===== src/rtl/complete_stage.sv =====
// complete_stage: buffers ALU/MEM results in per-pipe FIFOs and issues one registered completion pulse per cycle.
// Define COMPL_BRANCH_PRIO_EN to let a redirecting ALU head win over MEM without moving the round-robin pointer.
module complete_stage #(
   parameter int ROB_BITS   = 4,
   parameter int PR_BITS    = 6,
   parameter int FIFO_DEPTH = 2
) (
   input  logic                        clk,
   input  logic                        rst,
   input  logic                        alu_valid,
   output logic                        alu_ready,
   input  logic [ROB_BITS-1:0]         alu_rob_num,
   input  logic [PR_BITS-1:0]          alu_p_rd,
   input  logic                        alu_RegDest,
   input  logic                        alu_changeFlow,
   input  logic [31:0]                 alu_jb_addr,
   input  logic                        mem_valid,
   output logic                        mem_ready,
   input  logic [ROB_BITS-1:0]         mem_rob_num,
   input  logic [PR_BITS-1:0]          mem_p_rd,
   input  logic                        mem_RegDest,
   input  logic                        recover,
   input  logic [ROB_BITS-1:0]         flush_rob_num,
   output logic                        complete,
   output logic [ROB_BITS-1:0]         rob_num_compl,
   output logic [PR_BITS-1:0]          p_rd_compl,
   output logic                        RegDest_compl,
   output logic                        changeFlow_compl,
   output logic [31:0]                 jb_addr_compl,
   output logic [$clog2(FIFO_DEPTH):0] alu_count,
   output logic [$clog2(FIFO_DEPTH):0] mem_count
);
   localparam int PW = $clog2(FIFO_DEPTH);
   localparam int CW = PW + 1;
   typedef struct packed {
      logic                ok;
      logic                cf;
      logic [31:0]         jb;
      logic                rd;
      logic [PR_BITS-1:0]  prd;
      logic [ROB_BITS-1:0] rob;
   } ent_t;
   ent_t                fifo_q [2][FIFO_DEPTH];
   ent_t                in_e [2];
   ent_t                head [2];
   ent_t                win_e;
   logic [1:0]          in_v, rdy, cand, push, pop;
   logic [CW-1:0]       cnt_q [2];
   logic [CW-1:0]       cnt_d [2];
   logic [PW-1:0]       wp_q [2];
   logic [PW-1:0]       wp_d [2];
   logic [PW-1:0]       rp_q [2];
   logic [PW-1:0]       rp_d [2];
   logic                rr_q, rr_d, prio, win_alu, go;
   logic                compl_q, rd_q, cf_q;
   logic [ROB_BITS-1:0] rob_q;
   logic [PR_BITS-1:0]  prd_q;
   logic [31:0]         jb_q;
   always_comb begin
      in_e[0] = '{ok: 1'b1, cf: alu_changeFlow, jb: alu_jb_addr, rd: alu_RegDest, prd: alu_p_rd, rob: alu_rob_num};
      in_e[1] = '{ok: 1'b1, cf: 1'b0, jb: '0, rd: mem_RegDest, prd: mem_p_rd, rob: mem_rob_num};
      in_v = {mem_valid, alu_valid};
      for (int g = 0; g < 2; g++) begin
         head[g] = fifo_q[g][rp_q[g]];
         rdy[g]  = cnt_q[g] < CW'(FIFO_DEPTH);
         // a head being squashed this cycle must not complete; it drains silently later
         cand[g] = (cnt_q[g] != '0) && !(recover && head[g].rob == flush_rob_num);
         push[g] = in_v[g] && rdy[g] && !(recover && in_e[g].rob == flush_rob_num);
      end
`ifdef COMPL_BRANCH_PRIO_EN
      prio = cand[0] && head[0].cf;
`else
      prio = 1'b0;
`endif
      win_alu = cand[0] && (!cand[1] || !rr_q || prio);
      pop     = {cand[1] && !win_alu, win_alu};
      rr_d    = (&cand && !prio) ? !rr_q : rr_q;
      win_e   = win_alu ? head[0] : head[1];
      go      = |pop && win_e.ok;
      for (int g = 0; g < 2; g++) begin
         cnt_d[g] = cnt_q[g] + CW'(push[g]) - CW'(pop[g]);
         wp_d[g]  = wp_q[g] + PW'(push[g]);
         rp_d[g]  = rp_q[g] + PW'(pop[g]);
      end
   end
   always_ff @(posedge clk) begin
      for (int g = 0; g < 2; g++) begin
         for (int i = 0; i < FIFO_DEPTH; i++)
            if (recover && fifo_q[g][i].rob == flush_rob_num) fifo_q[g][i].ok <= 1'b0;
         if (push[g]) fifo_q[g][wp_q[g]] <= in_e[g];
      end
   end
   always_ff @(posedge clk or negedge rst) begin
      if (!rst) begin
         for (int g = 0; g < 2; g++) begin
            cnt_q[g] <= '0;
            wp_q[g]  <= '0;
            rp_q[g]  <= '0;
         end
         rr_q    <= 1'b0;
         compl_q <= 1'b0;
         rd_q    <= 1'b0;
         cf_q    <= 1'b0;
         rob_q   <= '0;
         prd_q   <= '0;
         jb_q    <= '0;
      end else begin
         for (int g = 0; g < 2; g++) begin
            cnt_q[g] <= cnt_d[g];
            wp_q[g]  <= wp_d[g];
            rp_q[g]  <= rp_d[g];
         end
         rr_q    <= rr_d;
         compl_q <= go;
         rd_q    <= go && win_e.rd;
         cf_q    <= go && win_e.cf;
         if (go) begin
            rob_q <= win_e.rob;
            prd_q <= win_e.prd;
            jb_q  <= win_e.jb;
         end
      end
   end
   assign alu_ready        = rdy[0];
   assign mem_ready        = rdy[1];
   assign alu_count        = cnt_q[0];
   assign mem_count        = cnt_q[1];
   assign complete         = compl_q;
   assign rob_num_compl    = rob_q;
   assign p_rd_compl       = prd_q;
   assign RegDest_compl    = rd_q;
   assign changeFlow_compl = cf_q;
   assign jb_addr_compl    = jb_q;
endmodule

===== config.mk =====
export PLATFORM = sky130hd
export DESIGN_NAME = complete_stage
export DESIGN_NICKNAME = d
export VERILOG_FILES = /design/src/rtl/complete_stage.sv
export SDC_FILE = /design/constraint.sdc
export NUM_CORES = 1
export LEC_CHECK = 0
export CAP_MARGIN = 40
export CORE_ASPECT_RATIO = 1.1
export CORE_UTILIZATION = 45
export DETAILED_ROUTE_END_ITERATION = 8
export PLACE_DENSITY_LB_ADDON = 0.1
export SYNTH_ARGS = -nofsm -noshare
export SYNTH_HDL_FRONTEND = slang
export SYNTH_SLANG_ARGS = --single-unit

===== constraint.sdc =====
create_clock -name clk -period 2.88 [get_ports clk]
set_clock_uncertainty 0.15 [all_clocks]
set_input_delay 0.576 -clock clk [delete_from_list [all_inputs] [get_ports clk]]
set_output_delay 0.576 -clock clk [all_outputs]
set_load 0.01 [all_outputs]

# Yosys cells after proc, flatten, opt, wreduce, memory -nomap -nowiden
# Memory sizes are Yosys's and may differ from the RTL's.
# Cells that the tools add are included.
[totals]
reg_bits = 54
mem_bits_rw = 180
memories = 1
[op_classes]
eq_ne = 8
mux = 27
addsub = 8
n_reduce_logical = 33
magnitude_cmp = 8
bitwise_logic = 8
[memory_table]
columns = ["name", "words", "word_bits", "read_ports", "rd_ports_with_merged_regs", "wr", "line", "rtl"]
rows = [
  ["fifo_q", 2, 90, 2, 0, 2, "43", "ent_t fifo_q [2][FIFO_DEPTH];"],
]
[op_table]
columns = ["cell", "count"]
rows = [
  ["2-to-1 mux 45 bit", 9],
  ["2-to-1 mux 90 bit", 2],
  ["demux 45 bit (select 1 bit)", 2],
  ["== test 4 bit", 8],
  ["logical AND 1 bit", 21],
  ["2-to-1 mux 1 bit", 14],
  [">= comparator 2 bit (second input constant)", 4],
  ["NOT 1 -> 2 bit", 4],
  ["logical NOT 1 bit", 7],
  ["adder 1 bit", 4],
  ["adder 2 x 1 -> 2 bit", 2],
  ["less-than comparator 2 x 1 -> 1 bit (second input constant)", 2],
  ["less-than comparator 2 bit (second input constant)", 2],
  ["OR 1 bit", 4],
  ["nonzero test 2 bit", 2],
  ["subtractor 2 x 1 -> 2 bit", 2],
  ["AND reduction 2 bit", 1],
  ["OR reduction 2 bit", 1],
  ["logical OR 1 bit", 1],
]

# Depth between registers and ports, before layout
[logic_depth]
word_depth = 16
ltp_mapped = 14
ltp_nobuf = 11

# Worst setup path after synthesis
# No wires, ideal clock.
[synth_timing]
path_kind = "input-to-reg"
start = "input port flush_rob_num[2]"
end = "memory fifo_q[0][44] in the netlist's numbering, enable pin"
required_ns = 2.434
arrival_ns = 2.597
n_path_buf = 1
path_slack_ns = -0.163
path_stages = 8
path_cell_list = "buf_2 xor2_1 nor3_1 nand3_1 nand3_1 inv_1 ha_1 a31o_2"
[synth_rtl]
columns = ["item", "line", "rtl"]
rows = [
  ["start, declared", "23", "input logic [ROB_BITS-1:0] flush_rob_num,"],
  ["end, declared", "43", ""],
]

# Worst setup path in the final report
[layout_timing]
start = "register rp_q[0] in the netlist's numbering"
end = "register jb_q[1] (netlist: jb_addr_compl[1])"
[layout_between]
elab_chain_len = 15
elab_cells_between_ends = 16
cone_classes = "eq/ne (1); mux (4); bitwise (1); reduce/logical (10)"
[layout_rtl]
columns = ["item", "line", "rtl"]
rows = [
  ["start, declared", "52", "logic [PW-1:0] rp_q [2];"],
  ["start signal, assigned by index", "111", "rp_q[g] <= rp_d[g];"],
  ["NOT 1 -> 2 bit (implied by the code) *", "64", "head[g] = fifo_q[g][rp_q[g]];"],
  ["2-to-1 mux 45 bit (implied by the code) * (3 in series)", "64", ""],
  ["== test 4 bit", "67", "cand[g] = (cnt_q[g] != '0) && !(recover && head[g].rob == flush_rob_num);"],
  ["logical AND 1 bit", "67", ""],
  ["logical NOT 1 bit", "67", ""],
  ["logical AND 1 bit", "67", ""],
  ["logical NOT 1 bit", "75", "win_alu = cand[0] && (!cand[1] || !rr_q || prio);"],
  ["logical OR 1 bit", "75", ""],
  ["logical AND 1 bit", "75", ""],
  ["logical NOT 1 bit", "76", "pop = {cand[1] && !win_alu, win_alu};"],
  ["logical AND 1 bit", "76", ""],
  ["OR reduction 2 bit", "79", "go = |pop && win_e.ok;"],
  ["logical AND 1 bit", "79", ""],
  ["end signal, assigned", "120", "jb_q <= win_e.jb;"],
  ["end, declared", "58", "logic [31:0] jb_q;"],
]
# Mark *: on every way between the ends. The rest lies on a longest branch, timed or not. The select of a mux whose other input is x is not followed.
# A chain may end at the register's enable or synchronous reset.

==> impl_results.md <==
- Top_reg_cell synth: edfxtp_1
- Fin crit share: 0.923
- Root buffer cell: clkbuf_16
- Syn-to-layout area delta: 30.3%
- Synthesized area per cell: about 17 um2
- Synth Warn #: 0
- Post-Syn Instances: 416
- Crit end category: flip-flop
- Clock sink count: between 150 and 200
- Setup CP Type: reg2reg
- Largest family of logic cells by synthesized area: multiplexers
- Worst Path Required: between 3 and 4 ns
- Iter 0 DRT Violations: about 140
- Via count: between 3,000 and 4,000
- Final ANT Viol Nets: 0
- Post-synth top area share: 0.489
- Die Area: approximately 16,000 um2
- # fillers: between 1,000 and 1,500
- Width of the die: 120 um
- Clk Latency, worst-skew pair: roughly 0.42 ns
- Synthesized cell area: ~7000 um2
- Leak pwr: 3.64 nW
- Post-placement cell area: roughly 8500 um2
- Slew Limit Fails: 0
- Global-route wire length before repair: 22,000 um
- Clk buf depth: 2
- Worst setup SP type: flip-flop
- Xor/xnor share of the synthesized area: 0.0492
- HPWL Detailed: around 9400 um
- Final setup viols: 0
- Worst reg-to-reg path cell count: 8
- Fraction of registers with async set or reset after synthesis: 0.321
- # diodes: 0
- Core footprint: 15,100 um2
- Vias in the first global route: 4,116
- Drt pass-1 iters: 4
- Synthesized Nets: between 400 and 500
- Final Hold Viols: 0
- Critical Path AT: 2.81 ns
- GR Overflow Total: 0
- Worst vdd ir: between 0.0006 and 0.0007 V
- Critical path peak fanout: 23
- Overall Global Routing Usage: 0.187
- Cell taking the most area after synthesis: edfxtp_1
- RSZ-0062 raised after global routing: false
- Number of H-tree levels: 4
- Status: completed
- DRC: 0
- Reg2reg end: jb_addr_compl[1]
- Antenna violations before repair: 0
- Area of the multi-input gates: 2000 um2
- GPL Wtd Cong: 0.805
- I/O Pins: ~120
- Synth Area in Simple Gates: 0.0308
- Most frequent cells after synthesis: edfxtp_1, mux2i_1, dfrtp_1
- Metal2 WL: around 7000 um
- R2r setup slk: roughly 0.22 ns
- FF/Latch Area: approximately 4800 um2
- Post-synthesis mux area share: 0.179
- Worst-path clk slew: roughly 0.060 ns
- Met3 wire len: 576 um
- CTS tree: built
- Worst Max-Slew Pin Slew: 0.806 ns
- Fmax: about 380 MHz
- Adder-cell area share of the yosys netlist: 0.0144
- Unique masters post-synth: 30
- Per-cell routed wire length: about 18 um
- Seq/Total Area, Yosys: 0.686
- Post-synth EDFFs: ~110
- Most numerous cell in the Yosys netlist: edfxtp_1
- Max Cap Violations: 0
- Chip height: 132 um
- Pin count of the biggest net entering global routing: 43
- RR Startpoint: rp_q[0]
- Nets: 630
- PortBufs: between 100 and 150
- Synth top area cells: edfxtp_1, dfrtp_1, mux2i_1
- Power density cells: 1110 nW/um2
- Slew margin rel.: 0.463
- Synth Register Bits: 168
- Final instance area: roughly 9000 um2
- FP Rows: between 40 and 50
- Initial Util: 0.461
- DR vias/cell: 4.96
- Max layer used: met4
- Drt total wl: approximately 14,000 um
- Post-synthesis compound-gate area fraction: 0.0142
- HP Class: in2async
- Post-layout min period: around 2.7 ns
- Num CTS Buffers: 17
- DRT met1 WL: 5990 um
- Overall Power: ~10 mW
- Layout cell share with drive strength beyond 1: 0.189
==> cell usage in the layout, fill, tap and decap left out, drive strengths merged <==
cell,netlist,layout
mux2i,64,64
clkdlybuf4s50,0,113
nand2,2,2
o21a,1,1
inv,11,14
clkbuf,5,21
xor2,24,24
edfxtp,113,113
o22ai,1,1
nand3,6,6
buf,16,31
a21o,2,2
o211a,1,1
o2bb2ai,1,1
clkinvlp,0,4
a31o,3,3
mux2,45,45
xnor2,15,15
ha,8,8
dfxtp,1,1
a31oi,1,1
nor3,7,7
nand2b,1,1
and3,1,1
bufinv,0,1
nor2,33,33
clkinv,0,2
dfrtp,54,54
==> what timing repair did <==
action                                  CTS  global route
resized for setup                         0             1
setup buffers                             0             0
endpoints found under the setup margin    0             1
hold buffers                              0             0
==> worst max-delay path by stage <==
stage                     startpoint                end  slack (ns)  cells after the start
floorplan           flush_rob_num[2]      fifo_q[0][44]       -0.16                      8
global placement    flush_rob_num[3]  jb_addr_compl[31]       -0.06                      8
detailed placement  flush_rob_num[3]   jb_addr_compl[2]       -0.11                      8
CTS                          rp_q[0]   jb_addr_compl[1]        0.14                      8
global route                 rp_q[0]       alu_count[1]        0.03                     11
finish                       rp_q[0]   jb_addr_compl[1]        0.22                      8
==> metrics by stage <==
stage | util | cells | worst slack (ns) | setup TNS [ns] | hold WS (ns)
finish | 0.601 | 766 | 0.222 | 0 | 0.0555
CTS | 0.601 | 766 | 0.144 | 0 | 0.0756
global placement | 0.564 | 735 | -0.0603 | -1.19 | 0.287
detailed placement | 0.564 | 735 | -0.106 | -3.11 | 0.309
floorplan | - | 416 | -0.163 | -4.48 | 0.130
global route | 0.601 | 766 | 0.0348 | 0 | 0.0936
==> state kept, by name, indices dropped and copies added, names as in the netlist, 2 cells and up <==
name / cells
rp_q: 2
mem_count: 2
rob_num_compl: 4
alu_count: 2
wp_q: 2
jb_addr_compl: 32
fifo_q: 114
p_rd_compl: 6
==> power by group <==
part	internal (mW)	switching (mW)
clock network	1.23	0.905
registers	3.30	0.307
logic	2.34	1.93
total	6.88	3.14
==> area by class of cell <==
| type | instances | share of cell area |
|---|---|---|
| Clock buffer | 21 | 0.0509 |
| Clock inverter | 10 | 0.0105 |
| Inverter | 11 | 0.00456 |
| Multi-Input combinational cell | 216 | 0.221 |
| Sequential cell | 168 | 0.527 |
| Tap cell | 196 | 0.0271 |
| Timing Repair Buffer | 144 | 0.159 |
==> worst max-delay path, cell delays in order, from the launching register on <==
cell and delay, ns:
dfrtp_2 0.46, mux2i_2 0.33, xnor2_1 0.12, nor3_2 0.22, a31oi_1 0.16, a21o_2 0.28
o2bb2ai_4 0.21, buf_12 0.24, mux2_2 0.36
==> layer usage <==
layer  GRT usage  vias up
li1            -     1798
met1       0.236     1896
met2       0.312       91
met3      0.0415       14
met4      0.0741        0
met5           0        -
==> cell families after synthesis <==
family	after synthesis
AND/OR/NAND/NOR	50
multiplexers	109
AO/OA/AOI/OAI	10
flip-flops	168
adder cells (fa/ha/maj)	8
buffers and inverters	32
XOR/XNOR	39
Power figures use the tool's default switching activity.
==> variant, RTL diff (config.mk and constraints unchanged) <==
`PR_BITS`: 6 -> 5.
--- a/src/rtl/complete_stage.sv
+++ b/src/rtl/complete_stage.sv
@@ -2,7 +2,7 @@
 // Define COMPL_BRANCH_PRIO_EN to let a redirecting ALU head win over MEM without moving the round-robin pointer.
 module complete_stage #(
    parameter int ROB_BITS   = 4,
-   parameter int PR_BITS    = 6,
+   parameter int PR_BITS    = 5,
    parameter int FIFO_DEPTH = 2
 ) (
    input  logic                        clk,
Interface: changed (resized alu_p_rd, mem_p_rd and p_rd_compl); port bits go from 115 to 112. The function was not compared with the original's and may differ.
==> variant against the unedited design <==
Area after synthesis shrank 0.36%; design area is 0.47% higher; routed wire length fell by 0.84%; highest routed layer unchanged; total power increased by 3.2%; maximum frequency fell by 1.5%; count of clock-buffer cells in the layout increased by 2; synthesized cell count up 2.2%; largest power group unchanged; sequential share of layout area is 1.8 points lower; first-iteration DRC count rose by 110%; worst setup slack worse by 42 ps; utilization grew 0.28 points; sequential cell count is 5 lower; cell count up 2.2%.
==> variant: results (changes against the unedited design) <==
total vias in the final route=3868 (+1.8%); share of cells above drive strength 1=28.67% (+9.7 points); top area cells in the synthesized netlist=edfxtp_1 (47%), dfrtp_1 (19%), mux2i_1 (7.7%); Net count, final=643 (+2.1%); GP Congestion=0.7796 (-3.2%); M3 GR Usage=4.931% (+0.78 points); R2R cell count=10 (+2); global-route wire length before repair=22100 µm (+0.47%); post-synthesis mux area share=9.459% (-8.4 points); sequential-to-total area share from yosys stat=66.78% (-1.8 points); met1 Resource Use GR=22.78% (-0.84 points); run status=finished, final reports clean; global routing usage on met2=32.15% (+0.96 points); DP Worst Slack=-229.6 ps (-123.5 ps); number of synthesized flops with an enable pin=109 (-3.5%); hold depth=1; Post-synth ARST share=32.52% (+0.37 points); Post-Syn Instances=425 (+2.2%); XOR/XNOR Fraction of Synth Area=4.811% (-0.11 points); Syn Nets=495 (+1.4%); Worst Path Arrival=2870 ps (+60 ps); routed len/inst=17.28 µm (-3.0%); area of the multi-input gates=2032 µm² (+1.5%); CTS-repair resized insts=0 (unchanged); Synth Area in Compound Gates=7.560% (+6.1 points); Lkg Pwr=0.003503 µW (-3.9%); Adder-Cell Fraction of Synth Area=1.447% (+0.0052 points); dpl cell area=8482 µm² (-0.10%); Worst Tran Pin Value=775.8 ps (-29.75 ps); Critical Path Fanout Max=11 (-52%); Peak supply drop=0.4649 mV (-25%); hold_buf cts=1 (+1); vias in the first global route=4219 (+2.5%); most frequent cells after synthesis=edfxtp_1 (109), dfrtp_1 (53), mux2i_1 (53); DRT iter0 DRCs=294 (+110%); Crit path max-delay family=simple AND/OR/NAND/NOR gates; Filler cells=1215 (-0.25%); Min-Delay Path Class=reg2reg; Post-Place Cells=749 (+1.9%); fin cells=783 (+2.2%); Tot GR Track Use=18.76% (+0.063 points); initial antenna violation count=1 (+1); Post-DP HPWL=9391 µm (about the same); max FFs per register=110 (-3.5%); PortBufs=111 (-2.6%); count of different cell masters after synthesis=39 (+30%); crit-path max cell delay=460 ps (about the same)
[variant: changes by cell type after synthesis, sizes merged, moves of 2 or more]
cell | unedited run | this run
nor3 | 7 | 9
o21ai | 0 | 9
xnor2 | 15 | 18
buf | 16 | 18
nor2 | 33 | 3
xor2 | 24 | 20
edfxtp | 113 | 109
mux2i | 64 | 53
o31ai | 0 | 32
mux2 | 45 | 11
a211oi | 0 | 2
nand2 | 2 | 44
[variant: metal layers]
layer  vias up  wire, µm  part of all wire [%]
met2        85      6939                    51
met5         -         0                     0
li1       1860         -                     -
met4         0       219                   1.6
met3        17       549                   4.1
met1      1906      5822                    43
[variant: cells by family after synthesis]
| logic type | count (synthesis) |
|---|---|
| AO/OA/AOI/OAI | 50 |
| AND/OR/NAND/NOR | 66 |
| XOR/XNOR | 38 |
| adder cells (fa/ha/maj) | 8 |
| flip-flops | 163 |
| multiplexers | 64 |
| buffers and inverters | 36 |
[variant: worst paths after layout]
| kind | to | slack, ps |
|---|---|---|
| worst max-delay path | jb_addr_compl[28] | 180 |
| worst min-delay path | fifo_q[1][87] | 330 |
| worst max register to register | jb_addr_compl[28] | 180 |
| worst min register to register | fifo_q[1][87] | 330 |
| max in group asynchronous | rp_q[0] | 1480 |
| min in group asynchronous | jb_addr_compl[16] | 490 |
[variant: power breakdown]
part / total (µW) / switching [µW] / internal (µW)
logic: 4610 / 2310 / 2300
clock network: 2200 / 857 / 1340
registers: 3530 / 334 / 3190
total: 10300 / 3500 / 6830
[variant: layout make-up]
type,instances,share of cell area (%)
Clock buffer,23,5.258
Tap cell,196,2.698
Inverter,12,0.4955
Antenna cell,1,0.02753
Sequential cell,163,50.85
Clock inverter,9,1.142
Timing Repair Buffer,153,17.18
Multi-Input combinational cell,226,22.35
